<file path="config.mk">
export PLATFORM = sky130hd
export DESIGN_NAME = dma_arbiter_flat
export DESIGN_NICKNAME = d
export VERILOG_FILES = /design/src/rtl/dma_arbiter_pkg.sv /design/src/rtl/dma_arbiter_if.sv /design/src/rtl/dma_arb_idfifo.sv /design/src/rtl/dma_arbiter.sv /design/src/flat_wrapper.sv
export SDC_FILE = /design/constraint.sdc
export NUM_CORES = 1
export LEC_CHECK = 0
export BUFFER_PORTS_ARGS = -buffer_cell sky130_fd_sc_hd__clkbuf_2
export CORE_MARGIN = 4
export CORE_UTILIZATION = 39
export CTS_CLUSTER_SIZE = 28
export DETAILED_ROUTE_END_ITERATION = 7
export GPL_TIMING_DRIVEN = 0
export PLACE_DENSITY = 0.91
export SKIP_LAST_GASP = 1
export SYNTH_ARGS = -nofsm -noshare
export SYNTH_HDL_FRONTEND = slang
export SYNTH_SLANG_ARGS = --single-unit
</file>
<file path="constraint.sdc">
create_clock -name clk -period 2.8 [get_ports clk]
set_input_delay 0.42 -clock clk [delete_from_list [all_inputs] [get_ports clk]]
set_output_delay 0.42 -clock clk [all_outputs]
set_load 0.01 [all_outputs]
</file>
<file path="src/rtl/dma_arbiter_pkg.sv">
// dma_arbiter_pkg: shared widths, state/pick types and the round-robin pick for the DMA arbiter
package dma_arbiter_pkg;
    localparam int DMA_AW = 22;
    localparam int DMA_NREQ_MAX = 4;
    localparam int OWN_W = 2;

    typedef logic [OWN_W-1:0] own_t;
    typedef enum logic {IDLE, OWNED} arb_state_t;
    typedef struct packed {
        logic hit;
        own_t idx;
    } pick_t;

    // First set request at or after ptr, wrapping at n; descending scan lets the nearest one win.
    function automatic pick_t rr_pick(input logic [DMA_NREQ_MAX-1:0] req, input own_t ptr, input int n);
        pick_t p;
        int j;
        p = '0;
        for (int k = DMA_NREQ_MAX - 1; k >= 0; k--) begin
            j = int'(ptr) + k;
            j = j >= n ? j - n : j;
            if (k < n && req[j[OWN_W-1:0]]) p = '{hit: 1'b1, idx: j[OWN_W-1:0]};
        end
        return p;
    endfunction
endpackage

</file>
<file path="src/rtl/dma_arbiter_if.sv">
// dma_arbiter_if: the single memory-DMA access port between the arbiter and dma_access
interface dma_arbiter_if import dma_arbiter_pkg::*; #(parameter int AW = DMA_AW);
    logic          dma_req;
    logic          dma_rnw;
    logic [AW-1:0] dma_addr;
    logic [7:0]    dma_wd;
    logic          dma_ack;
    logic          dma_end;
    logic [7:0]    dma_rd;

    modport master (output dma_req, dma_rnw, dma_addr, dma_wd, input dma_ack, dma_end, dma_rd);
    modport slave (input dma_req, dma_rnw, dma_addr, dma_wd, output dma_ack, dma_end, dma_rd);
endinterface

</file>
<file path="src/rtl/dma_arb_idfifo.sv">
// dma_arb_idfifo: 2-deep queue of owner indices for accepted accesses still awaiting dma_end
module dma_arb_idfifo import dma_arbiter_pkg::*; (
    input  logic clk,
    input  logic rst_n,
    input  logic push,
    input  logic pop,
    input  own_t din,
    output logic full,
    output logic empty,
    output own_t head
);
    own_t mem [2];
    logic wp, rp, do_push, do_pop;
    logic [1:0] cnt;

    assign full = cnt == 2'd2;
    assign empty = cnt == 2'd0;
    assign head = mem[rp];
    assign do_pop = pop & ~empty;
    assign do_push = push & (~full | do_pop);

    always_ff @(posedge clk or negedge rst_n)
        if (!rst_n) begin
            mem <= '{default: '0};
            wp <= 1'b0;
            rp <= 1'b0;
            cnt <= 2'd0;
        end else begin
            if (do_push) mem[wp] <= din;
            wp <= wp ^ do_push;
            rp <= rp ^ do_pop;
            cnt <= cnt + {1'b0, do_push} - {1'b0, do_pop};
        end
endmodule

</file>
<file path="src/rtl/dma_arbiter.sv">
// dma_arbiter: round-robin grant of the dma_access port with burst lock; routes
// each dma_end back to the requester whose access it completes.
module dma_arbiter import dma_arbiter_pkg::*; #(
    parameter int N_REQ = 4,
    parameter int AW = DMA_AW
) (
    input  logic              clk,
    input  logic              rst_n,
    input  logic [N_REQ-1:0]    r_req,
    input  logic [N_REQ-1:0]    r_rnw,
    input  logic [N_REQ-1:0]    r_lock,
    input  logic [N_REQ*AW-1:0] r_addr,
    input  logic [N_REQ*8-1:0]  r_wd,
    output logic [N_REQ-1:0]    r_ack,
    output logic [N_REQ-1:0]    r_end,
    output logic [7:0]          r_rd,
    dma_arbiter_if.master       bus,
    output logic [N_REQ-1:0]    grant,
    output logic                proto_err
);
    localparam int NM = DMA_NREQ_MAX;

    arb_state_t state, state_nx;
    own_t owner, owner_nx, rr_ptr, rr_ptr_nx, head;
    pick_t pk;
    logic [NM-1:0] req_x, rnw_x, lock_x;
    logic [NM*AW-1:0] addr_x;
    logic [NM*8-1:0] wd_x;
    logic owned, acc, done, full, empty;

    // Requester vectors padded to the maximum so the 2-bit owner index is always in range.
    assign req_x = NM'(r_req);
    assign rnw_x = NM'(r_rnw);
    assign lock_x = NM'(r_lock);
    assign addr_x = (NM*AW)'(r_addr);
    assign wd_x = (NM*8)'(r_wd);

    assign owned = state == OWNED;
    assign acc = owned & bus.dma_ack;
    assign done = bus.dma_end & ~empty;
    assign pk = rr_pick(req_x, rr_ptr, N_REQ);

    assign grant = owned ? N_REQ'(1) << owner : '0;
    assign r_ack = acc ? grant : '0;
    assign r_end = done ? N_REQ'(1) << head : '0;
    assign r_rd = bus.dma_rd;
    assign bus.dma_req = owned & req_x[owner] & ~full;
    assign bus.dma_rnw = owned & rnw_x[owner];
    assign bus.dma_addr = owned ? addr_x[int'(owner)*AW +: AW] : '0;
    assign bus.dma_wd = owned ? wd_x[int'(owner)*8 +: 8] : '0;

    // An unlocked ack or a withdrawn request drops to IDLE; the next pick starts after the old owner.
    always_comb begin
        state_nx = state;
        owner_nx = owner;
        rr_ptr_nx = rr_ptr;
        if (!owned && pk.hit) begin
            state_nx = OWNED;
            owner_nx = pk.idx;
            rr_ptr_nx = pk.idx == own_t'(N_REQ - 1) ? '0 : pk.idx + 1'b1;
        end else if (owned && (acc ? !lock_x[owner] : !req_x[owner])) begin
            state_nx = IDLE;
        end
    end

    always_ff @(posedge clk or negedge rst_n)
        if (!rst_n) begin
            state <= IDLE;
            owner <= '0;
            rr_ptr <= '0;
            proto_err <= 1'b0;
        end else begin
            state <= state_nx;
            owner <= owner_nx;
            rr_ptr <= rr_ptr_nx;
            proto_err <= proto_err | (bus.dma_end & empty);
        end

    dma_arb_idfifo u_fifo (
        .clk  (clk),
        .rst_n(rst_n),
        .push (acc),
        .pop  (bus.dma_end),
        .din  (owner),
        .full (full),
        .empty(empty),
        .head (head)
    );
endmodule
</file>
<file path="src/flat_wrapper.sv">
// flat-port wrapper written by rule: the top's interface ports become plain ports
module dma_arbiter_flat import dma_arbiter_pkg::*;
#(
    parameter int N_REQ = 4,
    parameter int AW = DMA_AW
)
  (clk, rst_n, r_req, r_rnw, r_lock, r_addr, r_wd, r_ack, r_end, r_rd, grant, proto_err, bus_dma_req, bus_dma_rnw, bus_dma_addr, bus_dma_wd, bus_dma_ack, bus_dma_end, bus_dma_rd);
  dma_arbiter_if #(.AW(AW)) bus_i ();
  input  logic clk;
  input  logic rst_n;
  input  logic [N_REQ-1:0] r_req;
  input  logic [N_REQ-1:0] r_rnw;
  input  logic [N_REQ-1:0] r_lock;
  input  logic [N_REQ*AW-1:0] r_addr;
  input  logic [N_REQ*8-1:0] r_wd;
  output logic [N_REQ-1:0] r_ack;
  output logic [N_REQ-1:0] r_end;
  output logic [7:0] r_rd;
  output logic [N_REQ-1:0] grant;
  output logic proto_err;
  output wire logic [$bits(bus_i.dma_req)-1:0] bus_dma_req;
  output wire logic [$bits(bus_i.dma_rnw)-1:0] bus_dma_rnw;
  output wire logic [$bits(bus_i.dma_addr)-1:0] bus_dma_addr;
  output wire logic [$bits(bus_i.dma_wd)-1:0] bus_dma_wd;
  input wire logic [$bits(bus_i.dma_ack)-1:0] bus_dma_ack;
  input wire logic [$bits(bus_i.dma_end)-1:0] bus_dma_end;
  input wire logic [$bits(bus_i.dma_rd)-1:0] bus_dma_rd;
  assign bus_dma_req = bus_i.dma_req;
  assign bus_dma_rnw = bus_i.dma_rnw;
  assign bus_dma_addr = bus_i.dma_addr;
  assign bus_dma_wd = bus_i.dma_wd;
  assign bus_i.dma_ack = bus_dma_ack;
  assign bus_i.dma_end = bus_dma_end;
  assign bus_i.dma_rd = bus_dma_rd;
  dma_arbiter #(.N_REQ(N_REQ), .AW(AW)) u_core (.clk(clk), .rst_n(rst_n), .r_req(r_req), .r_rnw(r_rnw), .r_lock(r_lock), .r_addr(r_addr), .r_wd(r_wd), .r_ack(r_ack), .r_end(r_end), .r_rd(r_rd), .bus(bus_i), .grant(grant), .proto_err(proto_err));
endmodule
</file>
==> results by group <==
Clock tree
  • Hold Buf Count CTS: 0
  • Post-CTS sizing: 0
  • Clk_lat worst skew: 0.25 ns
  • Htree depth: 1
  • CTS tree: yes
  • Post-CTS setup buffers: 0
  • Clock slew at reported path FFs: 0.06 ns
  • Clock sinks: 14
  • Max clock buf depth: 2
  • Root Buffer: clkbuf_8
  • Num CTS Buffers: 3

Timing
  • Tmin final: 2.266 ns
  • Slew Viols, Final: 0
  • Setup TNS: 0 ns
  • Final period util: 0.8093
  • Final WS setup: 0.5339 ns
  • Final setup violation count: 0
  • Worst slew pin tran: 0.5016 ns
  • Slew HR: 0.6634
  • Hold Fails Final Rpt: 0
  • Final Skew: 0.003238 ns
  • RSZ-0062 raised after global routing: no
  • Max Clock Freq: 441.3 MHz

Place
  • Final HPWL DP: 6393 um
  • IO Port Bufs: 188
  • Place WS: 0.7533 ns
  • Final GP Congestion: 0.9271
  • DP Area: 2925 um2

Global routing
  • Vias in the first global route: 2,288
  • Global route hottest layer: met2
  • Met1 Usage GRT: 0.2739
  • Tot GR Track Use: 0.2351
  • Initial antenna violation count: 0
  • Largest net degree at the start of global routing: 15
  • M3 GR Usage: 0.04872
  • First-pass GRT wire length: 11,210 um
  • GR met2 Demand/Resource: 0.4435
  • Total gr overflow: 0

Layout
  • Finished Cell Area: 2980 um2
  • N_diodes: 0
  • Commonest non-fill, non-tap cell in the layout: clkbuf_2
  • Share of post-route cells with drive strength above 1: 0.6531
  • Area Overhead vs Synth: 56.81%
  • Commonest cells after routing, fill and taps aside: 188 x clkbuf_2, 32 x and2_1, 30 x mux4_2
  • Nets: 518
  • Fillers: 406

Drt
  • Via count: 2,181
  • DRT Wirelength: 7176 um
  • Final ANT Viol Nets: 0
  • Vias/cell: 5.002
  • Wire length per cell: 16.46 um
  • Drt first pass iters: 4
  • # DRC: 0
  • DR iter-0 viols: 49

Setup path
  • Arr. time, crit path: 1.85 ns
  • Setup crit end kind: primary output
  • Slowest CP cell: mux4_2
  • Buf/Inv on CP: 3
  • CP delay by family, top: buffers and inverters
  • Critical Path RT: 2.38 ns
  • Max stage delay on crit path: 0.34 ns
  • Crit Path Class: reg -> out
  • Crit-path cells: clkbuf_1, buf_2, mux4_2, and2_1, clkbuf_2
  • Startpoint Class: flop
  • Worst Path Max Fanout: 10

Synthesis
  • Synth Net Count: 325
  • Sequential share of the synthesized area: 0.1843
  • Post-synthesis cell type count: 29
  • Cells after Synth: 177
  • Syn Area/Cell: 10.74 um2
  • Yosys reg bits: 14
  • Mapped cell area: 1901 um2
  • Synth warnings: 0

Die
  • Die Area: 6054 um2
  • I/O pin count: 197
  • Initial core utilization: 0.4024
  • Core area: 4723 um2
  • Chip Width: 77.81 um
  • Row count: 25
  • Die height: 77.81 um

Pwr
  • Power per cell area: 889.7 nW/um2
  • Static Leak: 1.589 nW
  • Max VDD drop: 434.9 uV

Flow run
  • Number of max-cap violations: 0

Hold path
  • Hold Crit Class: in -> async

Run status
  • Status: completed
## per-layer routing
layer  up-vias  wire [um]
met1      1022       2630
li1       1032          -
met4         0         52
met2       123       3792
met5         -          0
met3         4        701
## where the power goes
part | internal [mW] | total [mW] | leakage (nW) | switching, mW
Clock | 0.125 | 0.197 | 0.0288 | 0.0726
Combinational | 1.09 | 2.08 | 1.40 | 0.991
Sequential | 0.301 | 0.378 | 0.162 | 0.0765
## worst paths after layout
path	from	end	slack (ns)	cells past startpoint
hold reg to reg	u_core.proto_err	u_core.proto_err	0.46	1
setup / recovery	u_core.owner[1]	bus_dma_addr[12]	0.53	5
min in group clk	bus_dma_end	u_core.proto_err	0.41	2
setup reg to reg	u_core.u_fifo.cnt[1]	u_core.u_fifo.cnt[1]	0.93	7
hold / removal	rst_n	u_core.u_fifo.cnt[0]	0.07	1
max in group asynchronous	rst_n	u_core.u_fifo.mem[3]	2.47	1
## synthesized netlist by cell type
master | count | area, um2
clkbuf_1 | 8 | 30.03
buf_2 | 3 | 15.01
dfrtp_1 | 14 | 350.3
buf_6 | 3 | 33.78
and3b_1 | 2 | 17.52
a32oi_1 | 1 | 8.760
xnor2_1 | 4 | 35.03
o21ai_0 | 3 | 15.01
nand2b_1 | 2 | 12.51
nand3b_1 | 1 | 7.510
o21ai_1 | 1 | 5.000
buf_4 | 9 | 67.56
a211oi_1 | 1 | 7.510
nor3b_1 | 3 | 22.52
a21o_1 | 2 | 15.01
mux4_1 | 3 | 78.83
mux2_2 | 4 | 45.04
nor2_1 | 12 | 45.04
inv_1 | 11 | 41.29
nand3_1 | 1 | 5.000
mux4_2 | 30 | 675.7
nor3_1 | 2 | 10.01
and3_1 | 2 | 12.51
o32a_1 | 1 | 10.01
a21oi_1 | 9 | 45.04
nand2_1 | 8 | 30.03
and2_1 | 32 | 200.2
a22o_1 | 1 | 8.760
ha_1 | 4 | 50.05
## registers in the layout, indices dropped and copies added, names as in the netlist
name and cells:
u_core.owned 1, u_core.rr_ptr 2, u_core.proto_err 1, u_core.u_fifo.wp 1
u_core.u_fifo.rp 1, u_core.u_fifo.mem 4, u_core.u_fifo.cnt 2, u_core.owner 2
## layout make-up
class / count / area [um2] / share of cell area
timing repair buffer: 188 / 940.9 / 0.3157
clock buffer: 4 / 55.05 / 0.01847
sequential: 14 / 350.3 / 0.1175
tap: 67 / 83.83 / 0.02813
buffer: 23 / 146.4 / 0.04912
inverter: 11 / 41.29 / 0.01385
multi-input combinational: 129 / 1363 / 0.4572
## cell families (layout without fill, tap and decap cells)
family	Yosys count	in the layout	share of synthesized area
simple gates	65	65	0.1909
mux	37	37	0.4207
buf+inv	34	226	0.09874
compound gates	19	19	0.06056
flops	14	14	0.1843
fa+ha+maj	4	4	0.02633
xor+xnor	4	4	0.01843
## through the flow
step                total power, mW  instances  hold WS (ns)    util
floorplan                     1.823        177        0.1244       -
global placement              2.423        432        0.3335  0.6193
detailed placement            2.483        432        0.3396  0.6193
CTS                           2.691        436       0.07441  0.6310
global route                  2.896        436       0.08871  0.6310
finish                        2.652        436       0.06866  0.6310
## worst register-to-register path, stage by stage (launching register included)
cell     delay [ns]
dfrtp_1        0.42
o21ai_1        0.43
inv_1          0.09
ha_1           0.29
inv_1          0.04
ha_1           0.21
xnor2_1        0.18
xnor2_1        0.14
(Power assumes the default switching activity.)
